<file path="src/rtl/max_pool_stream.sv">
// max_pool_stream: streaming 2x2 stride-2 max pool over a raster pixel stream,
// keeping only a half-width line buffer of row-pair horizontal maxima.
module max_pool_stream #(
  parameter int DATA_WIDTH = 8,
  parameter int IMGCOL = 32,
  parameter int IMGROW = 32,
  localparam int CW = $clog2(IMGCOL),
  localparam int RW = $clog2(IMGROW),
  localparam int OCW = (IMGCOL >= 4) ? $clog2(IMGCOL / 2) : 1,
  localparam int ORW = (IMGROW >= 4) ? $clog2(IMGROW / 2) : 1
) (
  input  logic                  clk,
  input  logic                  rst,
  input  logic                  in_valid,
  input  logic                  in_sof,
  input  logic [DATA_WIDTH-1:0] in_data,
  output logic                  out_valid,
  output logic [DATA_WIDTH-1:0] out_data,
  output logic [ORW-1:0]        out_row,
  output logic [OCW-1:0]        out_col,
  output logic                  out_eof
);
  logic [CW-1:0] col, c;
  logic [RW-1:0] row, r;
  logic [DATA_WIDTH-1:0] h_reg, hmax, lb_rd, pmax;
  logic [DATA_WIDTH-1:0] line_buf [IMGCOL/2];
  logic [OCW-1:0] idx;
  logic col_last, row_last, eof;
  // sof forces this pixel to (0,0) so a partial block is dropped
  assign c = in_sof ? '0 : col;
  assign r = in_sof ? '0 : row;
  assign col_last = c == CW'(IMGCOL - 1);
  assign row_last = r == RW'(IMGROW - 1);
  assign idx = OCW'(c >> 1);
  assign hmax = (in_data > h_reg) ? in_data : h_reg;
  assign lb_rd = line_buf[idx];
  assign pmax = (lb_rd > hmax) ? lb_rd : hmax;
  assign eof = ((r >> 1) == RW'(IMGROW / 2 - 1)) && ((c >> 1) == CW'(IMGCOL / 2 - 1));
  always_ff @(posedge clk or negedge rst) begin
    if (!rst) begin
      col <= '0;
      row <= '0;
      h_reg <= '0;
      out_valid <= 1'b0;
      out_data <= '0;
      out_row <= '0;
      out_col <= '0;
      out_eof <= 1'b0;
    end else begin
      out_valid <= 1'b0;
      out_eof <= 1'b0;
      if (in_valid) begin
        col <= col_last ? '0 : c + CW'(1);
        row <= col_last ? (row_last ? '0 : r + RW'(1)) : r;
        if (!c[0]) h_reg <= in_data;
        else if (r[0]) begin
          out_data <= pmax;
          out_row <= ORW'(r >> 1);
          out_col <= OCW'(c >> 1);
          out_valid <= 1'b1;
          out_eof <= eof;
        end
      end
    end
  end
  // even rows park their horizontal maxima for the odd row below
  always_ff @(posedge clk)
    if (in_valid && c[0] && !r[0]) line_buf[idx] <= hmax;
endmodule

</file>
<file path="config.mk">
export PLATFORM = sky130hd
export DESIGN_NAME = max_pool_stream
export DESIGN_NICKNAME = d
export VERILOG_FILES = /design/src/rtl/max_pool_stream.sv
export SDC_FILE = /design/constraint.sdc
export NUM_CORES = 1
export LEC_CHECK = 0
export ABC_AREA = 1
export BUFFER_PORTS_ARGS = -buffer_cell sky130_fd_sc_hd__buf_2
export CORE_ASPECT_RATIO = 0.6
export CORE_MARGIN = 4
export CORE_UTILIZATION = 55
export CTS_CLUSTER_DIAMETER = 60
export DETAILED_ROUTE_END_ITERATION = 10
export GPL_TIMING_DRIVEN = 0
export HOLD_SLACK_MARGIN = 0.02
export PLACE_DENSITY = 0.72
export SKIP_LAST_GASP = 1
export SLEW_MARGIN = 40
export SYNTH_ARGS = -nofsm -noshare
export SYNTH_HDL_FRONTEND = slang
export SYNTH_SLANG_ARGS = --single-unit
export TNS_END_PERCENT = 5
</file>
<file path="constraint.sdc">
create_clock -name clk -period 5.05 [get_ports clk]
set_input_delay 0.2525 -clock clk [delete_from_list [all_inputs] [get_ports clk]]
set_output_delay 0.2525 -clock clk [all_outputs]
set_load 0.01 [all_outputs]
</file>
* Word level (Yosys, flattened, before mapping)
Memories as Yosys holds them, arrays and structs flattened. Cells that the tools add are included.
Storage, ports and cells: register bits after elaboration 36, memory bits (writable) 128, output and inout bits 18, memories kept 1
Cells by class: add/sub/neg operators 2, magnitude comparators 2, equal/unequal tests 4, multiplexer cells 15, bitwise logic cells 1, reduce and logical (&&, ||, !) cells 6
Memories:
- line_buf | depth 16, bits a word 8, rd ports 1, clocked after Yosys merged registers in 0, write ports 1, line 26 | logic [DATA_WIDTH-1:0] line_buf [IMGCOL/2];
Operator list (count):
- 5-bit 2-to-1 mux | 5
- 8-bit greater-than comparator | 2
- 8-bit 2-to-1 mux | 2
- 5-bit by 1-bit adder with 5-bit output (second input constant) | 2
- 5-bit == test (second input constant) | 2
- 4-bit == test (second input constant) | 2
- 1-bit 2-to-1 mux | 8
- 1-bit logical AND | 3
- 3-bit AND reduction | 1
- 2-bit AND reduction | 1
- 1-bit logical NOT | 1
- 1-bit NOT | 1

* Logic depth before layout (Yosys ltp)
Gate-level depths: netlist of the first run.
depth after elaboration 6, depth in mapped cells 25

* Least setup slack after synthesis of the first run
OpenSTA, ideal clock, no wires.
path kind register -> register, from register h_reg[7], to register out_data[4], setup time 65 ps, arrival time 2837 ps, data required time 4985 ps, slack 2148 ps, cell stages (with the launch flop) 22, path buffers 0, clock period less this slack 2902 ps, cells stage by stage dfrtp_1 > inv_1 > ha_1 > nand2_1 > nor2_1 > nand4_2 > nand2_1 > nand2_1 > nand2_1 > inv_1 > ha_1 > inv_1 > nor2_1 > o21ai_0 > nand2_1 > nand2_1 > nand2_1 > nand2_1 > inv_1 > nand3_1 > nand3_1 > nand2_1
Between the ends: word-level cells in the longest chain between the ends 4
RTL lines:
- start, declared | line 25 | logic [DATA_WIDTH-1:0] h_reg, hmax, lb_rd, pmax;
- start signal, assigned | line 55 | if (!c[0]) h_reg <= in_data;
- 8-bit greater-than comparator | line 35 | assign hmax = (in_data > h_reg) ? in_data : h_reg;
- 8-bit 2-to-1 mux | line 35
- named net hmax[1] | line 25
- 8-bit greater-than comparator | line 37 | assign pmax = (lb_rd > hmax) ? lb_rd : hmax;
- 8-bit 2-to-1 mux | line 37
- end signal, assigned | line 57 | out_data <= pmax;
- end, declared | line 18 | output logic [DATA_WIDTH-1:0] out_data,
The timed path passes the listed nets, and every way through them passes these cells. A chain may end at the register's enable or synchronous reset.

* Worst setup path in the final report of the first run
Same ends and word-level chain as after synthesis.

==> results of run 1 <==
## area by class of cell
| class | count | area share (%) |
|---|---|---|
| Multi-Input combinational cell | 557 | 29.1 |
| Clock buffer | 17 | 4.88 |
| Timing Repair Buffer | 28 | 1.69 |
| Tap cell | 192 | 2.75 |
| Buffer | 25 | 2.15 |
| Inverter | 69 | 3.14 |
| Clock inverter | 15 | 1.88 |
| Sequential cell | 164 | 54.4 |
## cells in the final DEF, fill, tap and decap left out, types with 2 or more instances in the layout
cell	n
a21oi_1	15
buf_2	35
buf_4	8
buf_6	6
clkbuf_1	2
clkbuf_16	17
clkinv_4	2
clkinv_8	3
clkinvlp_4	2
dfrtp_1	36
edfxtp_1	128
ha_1	20
inv_1	62
inv_2	5
inv_6	3
inv_8	5
nand2_1	375
nand2_2	2
nand2_4	3
nand3_1	51
nand3b_1	2
nor2_1	41
nor2_2	12
nor2_4	3
nor3_1	3
o21a_1	2
o21ai_0	12
o21ai_1	5
o22ai_1	3
## per-stage QoR
stage | total power [W] | instance area [um2] | utilization [%]
6_report | 0.00346 | 8720 | 63.6
5_1_grt | 0.00361 | 8720 | 63.6
4_1_cts | 0.00346 | 8700 | 63.5
3_5_place_dp | 0.00220 | 8100 | 59.1
3_3_place_gp | 0.00217 | 8100 | 59.1
2_1_floorplan | 0.00199 | 7720 | -
## worst max-delay path, cell delays in order, from the launching register on
cell and delay, ps:
dfrtp_1 370, inv_1 70, ha_1 290, nand2_1 70, nor2_1 190, nand4_2 240, nand2_1 320, nand2_1 110
nand2_1 580, inv_1 110, ha_1 340, inv_1 60, nor2_1 30, o21ai_0 200, nand2_1 90, nand2_1 60
nand2_1 40, nand2_1 260, inv_1 230, nand3_1 140, nand3_1 80, nand2_1 70
## timing repair
action / in CTS / in global routing
setup endpoints to repair: 0 / 0
hold endpoints to repair: 36 / 0
gates resized for setup: 0 / 0
hold buffers: 1 / 0
## layer usage
layer | track usage [%] | vias up | wire length [um]
met5 | 0 | - | 0
met4 | 6.75 | 0 | 286
met3 | 6.57 | 27 | 2250
met2 | 37.8 | 324 | 8490
met1 | 37.8 | 2782 | 8350
li1 | - | 2736 | -
## worst min-delay path by stage
stage                     to  slack (ps)  depth (start not counted)
floorplan             col[0]         -40                          0
global placement      row[2]         370                          1
detailed placement    row[2]         390                          1
CTS                 h_reg[6]          90                          3
global route        h_reg[5]         110                          3
finish              h_reg[6]         100                          3
## synthesized netlist by cell type, drive strengths merged, types with 2 or more instances
| cell type | instances |
|---|---|
| nand2 | 381 |
| edfxtp | 128 |
| inv | 69 |
| nor2 | 57 |
| nand3 | 51 |
| dfrtp | 36 |
| buf | 23 |
| ha | 20 |
| o21ai | 17 |
| a21oi | 15 |
| nor3 | 3 |
| o22ai | 3 |
| clkbuf | 2 |
| nand3b | 2 |
| nand4 | 2 |
| o21a | 2 |
## power groups by stage
| stage | sequential (W) | combinational [W] | clock (W) |
|---|---|---|---|
| 6_report | 0.00159 | 0.000601 | 0.00127 |
| 5_1_grt | 0.00160 | 0.000668 | 0.00134 |
| 4_1_cts | 0.00159 | 0.000587 | 0.00128 |
| 3_5_place_dp | 0.00162 | 0.000582 | 0 |
| 3_3_place_gp | 0.00162 | 0.000553 | 0 |
| 2_1_floorplan | 0.00162 | 0.000369 | 0 |
## cells by family (layout without fill, tap and decap cells)
logic type	count (synthesis)	in the layout
AND/OR/NAND/NOR	496	496
flip-flops	164	164
adder cells (fa/ha/maj)	20	20
AO/OA/AOI/OAI	40	40
XOR/XNOR	1	1
buffers and inverters	94	154
==> results.md, run 1 <==
- Slew @ Worst Pin: 837 ps
- Max reg flops: 128
- Share of cells above drive strength 1: 12.8%
- Net switching power: 0.00106 W
- Root buffer cell: clkbuf_16
- CTS H-Tree Depth: 4
- Switch share: 30.6%
- DR DRC count: 0
- Layout fillers: 1114
- Worst Path Max Fanout: 17
- DIE WIDTH: 161 um
- Hold_sp: in_data[6]
- Clock latency on the worst-skew pair: 430 ps
- Clk buf depth: 2
- Clock sink count: 164
- Synth Cell Area: 7720 um2
- Hold_ws: 103 ps
- Final Slew Violations: 0
- Synthesized instance count: 815
- Max-cap violation count: 0
- EDFF count, synth: 128
- Yosys synthesis warning count: 0
- Startpoint Class: flip-flop
- Non-Filler Instances: 1067
- Crit path DAT: 4400 ps
- Post-synthesis sequential area ratio: 61.4%
- TNS Setup: 0 ps
- Worst r2r src: h_reg[7]
- Rel. slew slack: 44.0%
- Skew final: 9.50 ps
- Setup crit start: h_reg[7]
- Min setup slack post-route: 1020 ps
- Syn_nets: 847
- First-pass GRT wire length: 30800 um
- DIE AREA: 16100 um2
- Setup Buffers After CTS: 0
- Area Growth Syn to Fin: 12.9%
- Port bufs: 27
- Post-DP HPWL: 13600 um
- Final setup vio count: 0
- Status: finished, final reports clean
- LEAKAGE: 3.95 nW
- Ant. Diodes: 0
- Flops & latches, synth: 164
- Part of the cycle the worst path needs: 79.7%
- FF/Latch Area: 4740 um2
- Total congestion overflow: 0
- Initial Util: 56.3%
- Area occupied by multi-input gates: 2540 um2
- Int Power: 0.00240 W
- Post-layout net count: 894
- Prevailing post-synth register cell: edfxtp_1
- Cells on worst reg2reg path: 21
- Post-Synth Simple-Gate Area: 26.4%
- Max Freq: 248 MHz
- Maximum vdd ir drop: 251 uV
- Drt wl/cell: 18.2 um
- Minimum clock period: 4030 ps
- Via count: 5869
- Die Y: 99.8 um
- Inst Count DP: 1034
- P per Cell Area: 397 nW/um2
- Element type at the critical path end: flip-flop
- Largest family of logic cells by synthesized area: simple AND/OR/NAND/NOR gates
- GPL Wtd Cong: 0.915
- Syn Area/Cell: 9.48 um2
- Synth Area in Adders: 3.24%
- RSZ-0062 raised after global routing: false
- Clock-pin slew on the worst setup and hold paths: 70 ps
- Req. time, crit path: 5420 ps
- Pre-CTS WS: 1200 ps
- Clock Power Share: 36.6%
- Core Region: 13700 um2
- Total track usage: 25.4%
- Core Rows: 33
- Synth Area in XOR/XNOR: 0.113%
- Crit Path Class: flip-flop to flip-flop
- ANT nets after route: 0
- Routed WL: 19400 um
- Async SR Flop Fraction: 22.0%
- Worst R2R End: out_data[4]
- TritonCTS buffer count: 17
- Yosys top cell area share: 49.8%
- Tightest Hold Check Type: input pin to flip-flop
- Drt pass-1 iters: 5
- DRT iter0 DRCs: 726
- Synth top area cells: edfxtp_1 50%, nand2_1 18%, dfrtp_1 12%, nand3_1 3.3%, ha_1 3.2%
- Post-synthesis compound-gate area fraction: 2.84%
- CTS tree: done
- Share of total power in combinational logic: 17.4%
- Vias in the first global route: 5841
- Post-synthesis cell type count: 34
- Reg power frac: 46.0%
- Final Hold Fails: 0
- Largest area contributor in the synthesized netlist: edfxtp_1
- Post-DR vias/cell: 5.50
- Largest net degree at the start of global routing: 37
- Worst setup path end: out_data[4]
- # IOs: 30
- Initial antenna violation count: 0
- Reg-to-reg setup timing slack: 1020 ps
- Mux share of post-synthesis cell area: 0%
No activity file was read; power rests on OpenSTA's default activity.
==> run 2, diff against run 1 <==
- clock period: 5.05 -> 3.81 ns (I/O delays scaled with it)
==> results.md, run 2 (synthesized netlist as in run 1, its figures left out) <==
- Max-cap violation count: 0 (unchanged)
- Core Region: 13700 um2 (unchanged)
- Die Y: 99.8 um (unchanged)
- Element type at the critical path end: flip-flop
- LEAKAGE: 3.96 nW (+0.16%)
- Minimum clock period: 3500 ps (-522 ps)
- Crit path DAT: 3830 ps (-570 ps)
- Part of the cycle the worst path needs: 92.0% (+12 points)
- Most frequent cells in the layout: 365 x nand2_1, 128 x edfxtp_1, 62 x inv_1
- Drt pass-1 iters: 5 (unchanged)
- DR DRC count: 0 (unchanged)
- Post-DR vias/cell: 5.51 (+0.14%)
- DIE WIDTH: 161 um (unchanged)
- Final Slew Violations: 0 (unchanged)
- Most common cell after layout, fill and taps aside: nand2_1
- Tightest Hold Check Type: input pin to flip-flop
- Worst Path Max Fanout: 17 (unchanged)
- Vias in the first global route: 5851 (+0.17%)
- CTS tree: done
- Final setup vio count: 0 (unchanged)
- Root buffer cell: clkbuf_16
- DRT iter0 DRCs: 752 (+3.6%)
- Post-layout net count: 894 (unchanged)
- Req. time, crit path: 4140 ps (-1280 ps)
- Port bufs: 27 (unchanged)
- Ant. Diodes: 0 (unchanged)
- TritonCTS buffer count: 17 (unchanged)
- CTS H-Tree Depth: 4 (unchanged)
- Crit Path Class: flip-flop to flip-flop
- DIE AREA: 16100 um2 (unchanged)
- Post-DP HPWL: 13600 um (unchanged)
- Via count: 5877 (+0.14%)
- Non-Filler Instances: 1067 (unchanged)
- Share of cells above drive strength 1: 13.9% (+1.1 points)
- Drt wl/cell: 18.2 um (about the same)
- GPL Wtd Cong: 0.915 (unchanged)
- Area Growth Syn to Fin: 13.5%
- Largest net degree at the start of global routing: 37 (unchanged)
- First-pass GRT wire length: 30900 um (+0.16%)
- Rel. slew slack: 44.3% (+0.25 points)
- TNS Setup: 0 ps (unchanged)
- Clock sink count: 164 (unchanged)
- P per Cell Area: 526 nW/um2 (+33%)
- Total congestion overflow: 0 (unchanged)
- Clock latency on the worst-skew pair: 440 ps (about the same)
- Initial Util: 56.3% (unchanged)
- Slew @ Worst Pin: 833 ps (-3.78 ps)
- Core Rows: 33 (unchanged)
- Setup Buffers After CTS: 0 (unchanged)
- Max Freq: 285 MHz (+15%)
- Clock-pin slew on the worst setup and hold paths: 80 ps (about the same)
- Startpoint Class: flip-flop
- Clk buf depth: 2 (unchanged)
- # IOs: 30 (unchanged)
- Skew final: 13.4 ps (+3.85 ps)
- Routed WL: 19400 um (about the same)
- Final Hold Fails: 0 (unchanged)
- Status: finished, final reports clean
- Initial antenna violation count: 0 (unchanged)
- ANT nets after route: 0 (unchanged)
- Inst Count DP: 1034 (unchanged)
- Total track usage: 25.5% (+0.036 points)
- Maximum vdd ir drop: 327 uV (+30%)
- RSZ-0062 raised after global routing: false
- Layout fillers: 1114 (unchanged)
- Max reg flops: 128 (unchanged)
==> run 2: through the flow <==
step | instance area [um2] | setup slack (ps) | util (%) | total power, W | hold slack (ps)
finish | 8760 | 306 | 63.9 | 0.00461 | 37.5
global route | 8760 | 29.5 | 63.9 | 0.00480 | 46.0
CTS | 8710 | 58.8 | 63.6 | 0.00459 | 31.1
detailed placement | 8100 | -43.4 | 59.1 | 0.00292 | 327
global placement | 8100 | 173 | 59.1 | 0.00288 | 310
floorplan | 7720 | 908 | - | 0.00264 | -105
==> run 2: what timing repair did <==
item	4_1_cts	5_1_grt
resized for setup	4	9
hold buffers	1	0
setup endpoints to repair	8	8
endpoints found under the hold margin	36	0
cloned	0	0
==> run 2: area by class of cell <==
| cell class | count | area [um2] | share of cell area (%) |
|---|---|---|---|
| Sequential cell | 164 | 4740 | 54.1 |
| Multi-Input combinational cell | 557 | 2580 | 29.4 |
| Clock buffer | 17 | 425 | 4.86 |
| Inverter | 69 | 274 | 3.13 |
| Tap cell | 192 | 240 | 2.74 |
| Buffer | 25 | 188 | 2.14 |
| Clock inverter | 15 | 164 | 1.87 |
| Timing Repair Buffer | 28 | 148 | 1.68 |
==> run 2: per-layer routing <==
| metal | share of wire, % | global-route usage [%] |
|---|---|---|
| met5 | 0 | 0 |
| met4 | 1.7 | 6.75 |
| met3 | 13 | 6.57 |
| met2 | 43 | 37.9 |
| met1 | 42 | 37.8 |
==> run 2: worst max-delay path: stages (launching register included) <==
cell,delay (ps)
dfrtp_1,370
inv_1,60
ha_1,290
nand2_1,70
nor2_1,210
nand4_2,250
nand2_2,240
nand2_1,110
nand2_2,380
inv_1,90
ha_1,310
nand2_1,70
nor2_1,150
nand2_1,70
nand2_1,70
nand2_2,130
inv_1,250
nand3_1,130
nand3_1,90
nand2_1,50
==> run 2: path summary, 6_finish.rpt <==
path                       depth (start not counted)     endpoint         from  slack [ps]
setup / recovery                                  19  out_data[4]     h_reg[7]         310
hold / removal                                     3     h_reg[6]   in_data[6]          40
setup reg to reg                                  19  out_data[4]     h_reg[7]         310
hold reg to reg                                    2  out_data[1]  out_data[1]         480
max in group asynchronous                          2  out_data[0]          rst        3240
min in group asynchronous                          2   out_row[1]          rst         240
==> run 2: report_power, final <==
part           switching, W  total [W]  internal, W
combinational      0.000589   0.000816     0.000227
clock              0.000810    0.00169     0.000879
sequential        0.0000261    0.00211      0.00208
